--- src/rtl/instr_fetch_unit.sv ---
// RV32I instruction fetch stage: credit-limited word requests, in-order response pairing,
// and a 2-entry {pc, instr} buffer feeding decode. A redirect flushes buffered and in-flight words.
module instr_fetch_unit #(
    parameter int unsigned          XLEN     = 32,
    parameter logic [XLEN-1:0]      RESET_PC = '0
) (
    input  logic            clk,
    input  logic            rst,
    output logic            imem_req_valid,
    input  logic            imem_req_ready,
    output logic [XLEN-1:0] imem_req_addr,
    input  logic            imem_rsp_valid,
    input  logic [XLEN-1:0] imem_rsp_data,
    input  logic            redirect_valid,
    input  logic [XLEN-1:0] redirect_pc,
    output logic            out_valid,
    input  logic            out_ready,
    output logic [XLEN-1:0] out_pc,
    output logic [XLEN-1:0] out_instr,
    output logic [6:0]      out_op
);

    logic [XLEN-1:0] pc_q, pc_d;
    logic [1:0]      inflight_q, inflight_d;
    logic [1:0]      drop_q, drop_d;
    logic [1:0]      count_q, count_d;

    logic [XLEN-1:0] fifo_pc_q [2];
    logic [XLEN-1:0] fifo_pc_d [2];
    logic [XLEN-1:0] fifo_instr_q [2];
    logic [XLEN-1:0] fifo_instr_d [2];
    logic            fifo_rd_q, fifo_rd_d;
    logic            fifo_wr_q, fifo_wr_d;

    logic [XLEN-1:0] pcq_q [2];
    logic [XLEN-1:0] pcq_d [2];
    logic            pcq_rd_q, pcq_rd_d;
    logic            pcq_wr_q, pcq_wr_d;

    logic            deq;
    logic            req_fire;
    logic            rsp_fire;
    logic            push;
    logic [2:0]      credit;
    logic [XLEN-1:0] redirect_target;

    assign redirect_target = redirect_pc & ~{{(XLEN-2){1'b0}}, 2'b11};

    assign out_valid = (count_q != 2'd0) && !redirect_valid;
    assign deq       = out_valid && out_ready;

    // The same-cycle pop frees a slot, which is what sustains one fetch per cycle.
    assign credit         = {1'b0, inflight_q} + {1'b0, count_q} - {2'b00, deq};
    assign imem_req_valid = !rst && !redirect_valid && (credit < 3'd2);
    assign imem_req_addr  = pc_q;
    assign req_fire       = imem_req_valid && imem_req_ready;

    assign rsp_fire = imem_rsp_valid && (inflight_q != 2'd0);
    assign push     = rsp_fire && (drop_q == 2'd0) && !redirect_valid;

    assign out_pc    = (count_q != 2'd0) ? fifo_pc_q[fifo_rd_q]    : '0;
    assign out_instr = (count_q != 2'd0) ? fifo_instr_q[fifo_rd_q] : '0;
    assign out_op    = out_instr[6:0];

    always_comb begin
        pc_d         = pc_q;
        drop_d       = drop_q;
        fifo_pc_d    = fifo_pc_q;
        fifo_instr_d = fifo_instr_q;
        fifo_rd_d    = fifo_rd_q;
        fifo_wr_d    = fifo_wr_q;
        pcq_d        = pcq_q;
        pcq_rd_d     = pcq_rd_q;
        pcq_wr_d     = pcq_wr_q;

        inflight_d = inflight_q + {1'b0, req_fire} - {1'b0, rsp_fire};
        count_d    = count_q + {1'b0, push} - {1'b0, deq};

        if (req_fire) begin
            pcq_d[pcq_wr_q] = pc_q;
            pcq_wr_d        = ~pcq_wr_q;
            pc_d            = pc_q + XLEN'(4);
        end

        // Every response consumes its address slot, including the ones being discarded.
        if (rsp_fire) begin
            pcq_rd_d = ~pcq_rd_q;
        end

        if (push) begin
            fifo_pc_d[fifo_wr_q]    = pcq_q[pcq_rd_q];
            fifo_instr_d[fifo_wr_q] = imem_rsp_data;
            fifo_wr_d               = ~fifo_wr_q;
        end

        if (deq) begin
            fifo_rd_d = ~fifo_rd_q;
        end

        if (redirect_valid) begin
            pc_d      = redirect_target;
            count_d   = 2'd0;
            fifo_rd_d = 1'b0;
            fifo_wr_d = 1'b0;
            drop_d    = inflight_q - {1'b0, rsp_fire};
        end else if (rsp_fire && (drop_q != 2'd0)) begin
            drop_d = drop_q - 2'd1;
        end
    end

    always_ff @(posedge clk) begin
        if (rst) begin
            pc_q       <= RESET_PC;
            inflight_q <= 2'd0;
            drop_q     <= 2'd0;
            count_q    <= 2'd0;
            fifo_rd_q  <= 1'b0;
            fifo_wr_q  <= 1'b0;
            pcq_rd_q   <= 1'b0;
            pcq_wr_q   <= 1'b0;
            for (int i = 0; i < 2; i++) begin
                fifo_pc_q[i]    <= '0;
                fifo_instr_q[i] <= '0;
                pcq_q[i]        <= '0;
            end
        end else begin
            pc_q         <= pc_d;
            inflight_q   <= inflight_d;
            drop_q       <= drop_d;
            count_q      <= count_d;
            fifo_rd_q    <= fifo_rd_d;
            fifo_wr_q    <= fifo_wr_d;
            pcq_rd_q     <= pcq_rd_d;
            pcq_wr_q     <= pcq_wr_d;
            fifo_pc_q    <= fifo_pc_d;
            fifo_instr_q <= fifo_instr_d;
            pcq_q        <= pcq_d;
        end
    end

endmodule

--- config.mk ---
export PLATFORM = sky130hd
export DESIGN_NAME = instr_fetch_unit
export DESIGN_NICKNAME = d
export VERILOG_FILES = /design/src/rtl/instr_fetch_unit.sv
export SDC_FILE = /design/constraint.sdc
export NUM_CORES = 1
export LEC_CHECK = 0
export ABC_CLOCK_PERIOD_IN_PS = 9200
export CAP_MARGIN = 10
export CELL_PAD_IN_SITES_DETAIL_PLACEMENT = 1
export CELL_PAD_IN_SITES_GLOBAL_PLACEMENT = 1
export CORE_UTILIZATION = 25
export DETAILED_ROUTE_END_ITERATION = 8
export GPL_TIMING_DRIVEN = 1
export PLACE_DENSITY_LB_ADDON = 0.1
export SYNTH_ARGS = -nofsm -noshare
export SYNTH_HDL_FRONTEND = slang
export SYNTH_SLANG_ARGS = --single-unit
--- constraint.sdc ---
create_clock -name clk -period 9.2 [get_ports clk]
set_input_delay 2.3 -clock clk [delete_from_list [all_inputs] [get_ports clk]]
set_output_delay 2.3 -clock clk [all_outputs]
set_load 0.02 [all_outputs]
After elaboration in Yosys (flattened, before gate mapping)
Index checks and enable logic that the tools add are counted.

$add $sub $neg: 9. Multipliers: 0. Divide/modulo/power cells: 0. Magnitude comparators: 7. Equality and inequality tests: 0. Shift-type cells: 0. Muxes and demuxes: 22. Bitwise logic cells: 8. Reductions and logical operators: 20.

Operator list (number): $mux 32 (15); $bwmux 64 (3); $demux 32 s1 (2); $add 32x3->32 const B (1); $logic_and 1x1->1 (11); $reduce_bool 2->1 (5); $ge 2x2->1 const B (4); $not 1->2 (4); $sub 2x1->2 (3); $add 2x1->2 (2); $lt 2x1->1 const B (2); $mux 2 (2); $not 1->1 (4); $add 2x2->3 (1); $lt 3x2->1 const B (1); $sub 3x1->3 (1); $logic_not 1->1 (2); $logic_not 2->1 (1); $reduce_or 2->1 (1); $sub 2x1->2 const B (1).

Flip-flop bits (word level): 234. Bits in latches: 0. RAM bits: 0. Memory bits (read-only): 0. Bits of input ports: 70. Output and inout bits: 105. Logic and storage cells: 81. Memories: 0.

Depth between registers and ports, before layout
Word-level depth: 9. Mapped depth: 16. Mapped depth without buffers: 14.

Least setup slack after synthesis
Ideal clock, no wire load.

Kind: input -> output. From: input port redirect_valid. To: output port imem_req_valid. Arrival time: 4041 ps. Slack: 2859 ps. Cell stages on the path: 7. Path through: buf_2 > buf_1 > nor3_1 > o21ai_0 > fa_1 > xor2_1 > and3_1.

Cells in the longest elaborated chain, start to end: 6.

Ends and longest elaborated chain: from (decl) (RTL line 14) `input logic redirect_valid,`; $logic_not 1->1 (*) (RTL line 49, 54); $logic_and 1x1->1 (RTL line 49) `assign out_valid = (count_q != 2'd0) && !redirect_valid;`; $logic_and 1x1->1 (RTL line 50) `assign deq = out_valid && out_ready;`; $sub 3x1->3 (RTL line 53) `assign credit = {1'b0, inflight_q} + {1'b0, count_q} - {2'b00, deq};`; $lt 3x2->1 (RTL line 54) `assign imem_req_valid = !rst && !redirect_valid && (credit < 3'd2);`; $logic_and 1x1->1 (*) (RTL line 54); to (decl) (RTL line 9) `output logic imem_req_valid,`.

Mark *: on every way between the ends. The rest lies on a longest branch, timed or not.

Worst setup path after layout
From: input port out_ready. To: output port imem_req_valid.

Cells in the longest elaborated chain, start to end: 4.

Ends and longest elaborated chain: from (decl) (RTL line 17) `input logic out_ready,`; $logic_and 1x1->1 (RTL line 50); $sub 3x1->3 (RTL line 53); $lt 3x2->1 (RTL line 54); $logic_and 1x1->1 (RTL line 54).

Every way passes these cells.

==> metrics.cfg <==
[synthesis]
ys_types=53
synth_seq_cells=224
synthFlopType=dfxtp_1
synth_area_leader_cell=dfxtp_1
synth-async-reset-ratio=0
netlist_top_cells_area=dfxtp_1 44%, mux2i_1 12%, nor2_1 6.7%
synthCells=1206
synthesis.area_mm2=0.0102
ys_warn_count=0
synth_edf_count=0
synth_top_area_frac=0.441
synth_seq_area_share=0.441
synth.avg_cell_area_um2=8.42

[pwr]
p_seq_frac=0.409
p_leak_nw=4.05
power_switching_mw=0.723
clock_power_share=0.462
ir_worst_vdd_uv=90.3
p_int_mw=2.03
p_total_mw=2.76
p_sw_frac=0.262
p_comb_frac=0.129
p_per_area_mw_per_mm2=210

[drt]
drt_iter0_drc=299
totalWireLength_mm=32.6
dr.pass1.iters=4
drc=0
antenna_left=0
vias=8660
via_per_inst=4.68
wl_per_cell_um=17.6

[sta]
hold_slack_ns=0.452
finalSetupViolations=0
worst_pin_slew_ns=1.14
fin_crit_sh=0.806
fmax_mhz=135
period_needed_ns=7.42
maxSlewViolCount=0
setup_slack_ns=1.78
rsz0062_at_grt=no
fin_worst_skew_ns=0.0120
fin_tns_setup_ns=0
timing_hold_violations_final=0
slew_headroom=0.241

[layout]
final_cells=1851
stdcell_area_mm2=0.0132
layout_common_cells=222 x dfxtp_1, 179 x nor2_1, 175 x nand2_1, 166 x clkdlybuf4s50_1, 122 x mux2i_1
layout.nets=1382
area_delta_synth_final_pct=29.5
final_common_cell=dfxtp_1
n_antenna_cell=0
fin_util=0.330
drive_above_1_share=0.0633
fillers=4657

[global_routing]
grt_overflow=0
grt_pass1_wl_mm=51.5
grt_pass1_vias=8838
antenna_found_initial=0
grt.total_usage=0.156
grt_max_degree=86

[setup_path]
path_buf_inv=2
slowest_stage=clkdlybuf4s50_1
cp.required_ns=6.90
cp-endpoint=imem_req_valid
critPathTopFamily=buffers and inverters
critPathKind=primary input to primary output
r2r_setup_slack_ns=5.17
crit_arrival_ns=5.12
start_kind=primary input
end_kind=primary output
critPathMaxStageDelay_ns=0.66
path_cells=clkdlybuf4s50_1 -> o21ai_0 -> nor3_1 -> o21ai_0 -> fa_1 -> xor2_1 -> and3_1 -> clkdlybuf4s50_1
critPathMaxFanout=5
reg2reg_depth=11
crit_path_start=out_ready
regToRegEndpoint=pcq_q[41]
worst-path-stages=8
rr_startpoint=count_q[1]

[clocking]
htreeDepth=1
cts_tree=yes
cts_root_buffer=clkbuf_16
path_clk_slew_ns=0.05
clk_latency_ns=0.54
clock-sinks=224
cts_buffer_depth=3
postCtsSetupRepairBufs=0
cts_buffers=28
cts_resized=0
holdBufCountCts=0

[floorplanning]
io_pins=175
die_height_um=204
die_w_um=204
rows=73
core_area_mm2=0.0399
die_area_mm2=0.0414
initial_utilization=0.254

[run_status]
status=finished, final reports clean

[flow_run]
maxCapViolCount=0

[placement]
place_area_mm2=0.0121
hpwl_mm=20.8
place_congestion=0.714
pre_cts_slack_ns=1.73
dp_cells=1799
io_buffer_count=168

[min_path]
hp-class=flip-flop to flip-flop

## state kept, by name (all words and copies together) (netlist names)
| signal | count |
|---|---|
| fifo_wr_q | 1 |
| fifo_instr_q | 64 |
| count_q | 2 |
| fifo_pc_q | 60 |
| pcq_rd_q | 1 |
| inflight_q | 2 |
| pcq_q | 60 |
| fifo_rd_q | 1 |
| imem_req_addr | 30 |
| drop_q | 2 |
| pcq_wr_q | 1 |
## kinds of logic (layout without fill, tap and decap cells)
kind of cell,after synthesis,after routing,synth area share
AOI/OAI and AO/OA,232,232,0.141
and+or+nand+nor,461,461,0.203
muxes,122,122,0.120
DFF,224,224,0.441
buffers and inverters,132,249,0.0601
adders and majority gates,8,8,0.0106
xor gates and xnor gates,26,26,0.0224
other,1,4,0.000369
## synth_stat cells (3+ instances only)
| cell | count |
|---|---|
| dfxtp_1 | 224 |
| nor2_1 | 180 |
| nand2_1 | 176 |
| mux2i_1 | 122 |
| a21oi_1 | 109 |
| a211oi_1 | 66 |
| clkbuf_1 | 55 |
| nand3_1 | 43 |
| buf_2 | 23 |
| xnor2_1 | 19 |
| buf_1 | 17 |
| inv_1 | 15 |
| buf_4 | 14 |
| a31oi_1 | 12 |
| o21ai_0 | 12 |
| and2_1 | 11 |
| o22ai_1 | 10 |
| nor3_1 | 8 |
| and3_1 | 7 |
| ha_1 | 7 |
| xor2_1 | 7 |
| nand4_1 | 6 |
| and4_1 | 4 |
| buf_6 | 4 |
| nor4_1 | 4 |
| nor4_2 | 4 |
| o31a_1 | 4 |
| a21boi_0 | 3 |
| clkbuf_2 | 3 |
| nand4_2 | 3 |
| o211ai_1 | 3 |
| or3_1 | 3 |
## worst reg2reg max path, cell delays in order (launching register included)
cell,delay (ns)
dfxtp_1,0.43
o21ai_0,0.20
nor3_1,0.30
o21ai_0,0.17
fa_1,0.52
nor4bb_4,0.37
and2_1,0.23
inv_2,0.28
nor2_4,0.69
buf_4,0.43
mux2i_1,0.24
nor2_1,0.05
## routing by layer
layer / track usage / vias up / wire (um)
li1: - / 4331 / -
met1: 0.222 / 4136 / 16600
met2: 0.251 / 156 / 14400
met3: 0.0219 / 37 / 1110
met4: 0.0298 / 0 / 408
met5: 0 / - / 0
## worst min-delay path by stage
stage / depth (start not counted) / endpoint / start
after floorplan: 2 / fifo_instr_q[32] / fifo_instr_q[32]
after global placement: 2 / fifo_instr_q[59] / fifo_instr_q[59]
after detailed placement: 2 / fifo_instr_q[12] / fifo_instr_q[12]
after CTS: 2 / fifo_instr_q[4] / fifo_instr_q[4]
after global routing: 2 / pcq_q[30] / pcq_q[30]
final: 2 / fifo_instr_q[61] / fifo_instr_q[61]
## final cells by class
cell class,instances,area (um2),area share
Timing Repair Buffer,181,1780,0.135
Inverter,16,60.1,0.00457
Tap cell,525,657,0.0499
Clock inverter,12,264,0.0201
Clock buffer,40,817,0.0621
Sequential cell,224,4490,0.341
Multi-Input combinational cell,853,5090,0.387
## power groups by stage
stage | Clock (mW) | Sequential [mW] | Combinational [mW]
3_3_place_gp | 0 | 1.15 | 0.358
4_1_cts | 1.32 | 1.13 | 0.364
5_1_grt | 1.36 | 1.14 | 0.395
2_1_floorplan | 0 | 1.10 | 0.262
3_5_place_dp | 0 | 1.15 | 0.363
6_report | 1.27 | 1.13 | 0.354
Power figures use the tool's default switching activity.
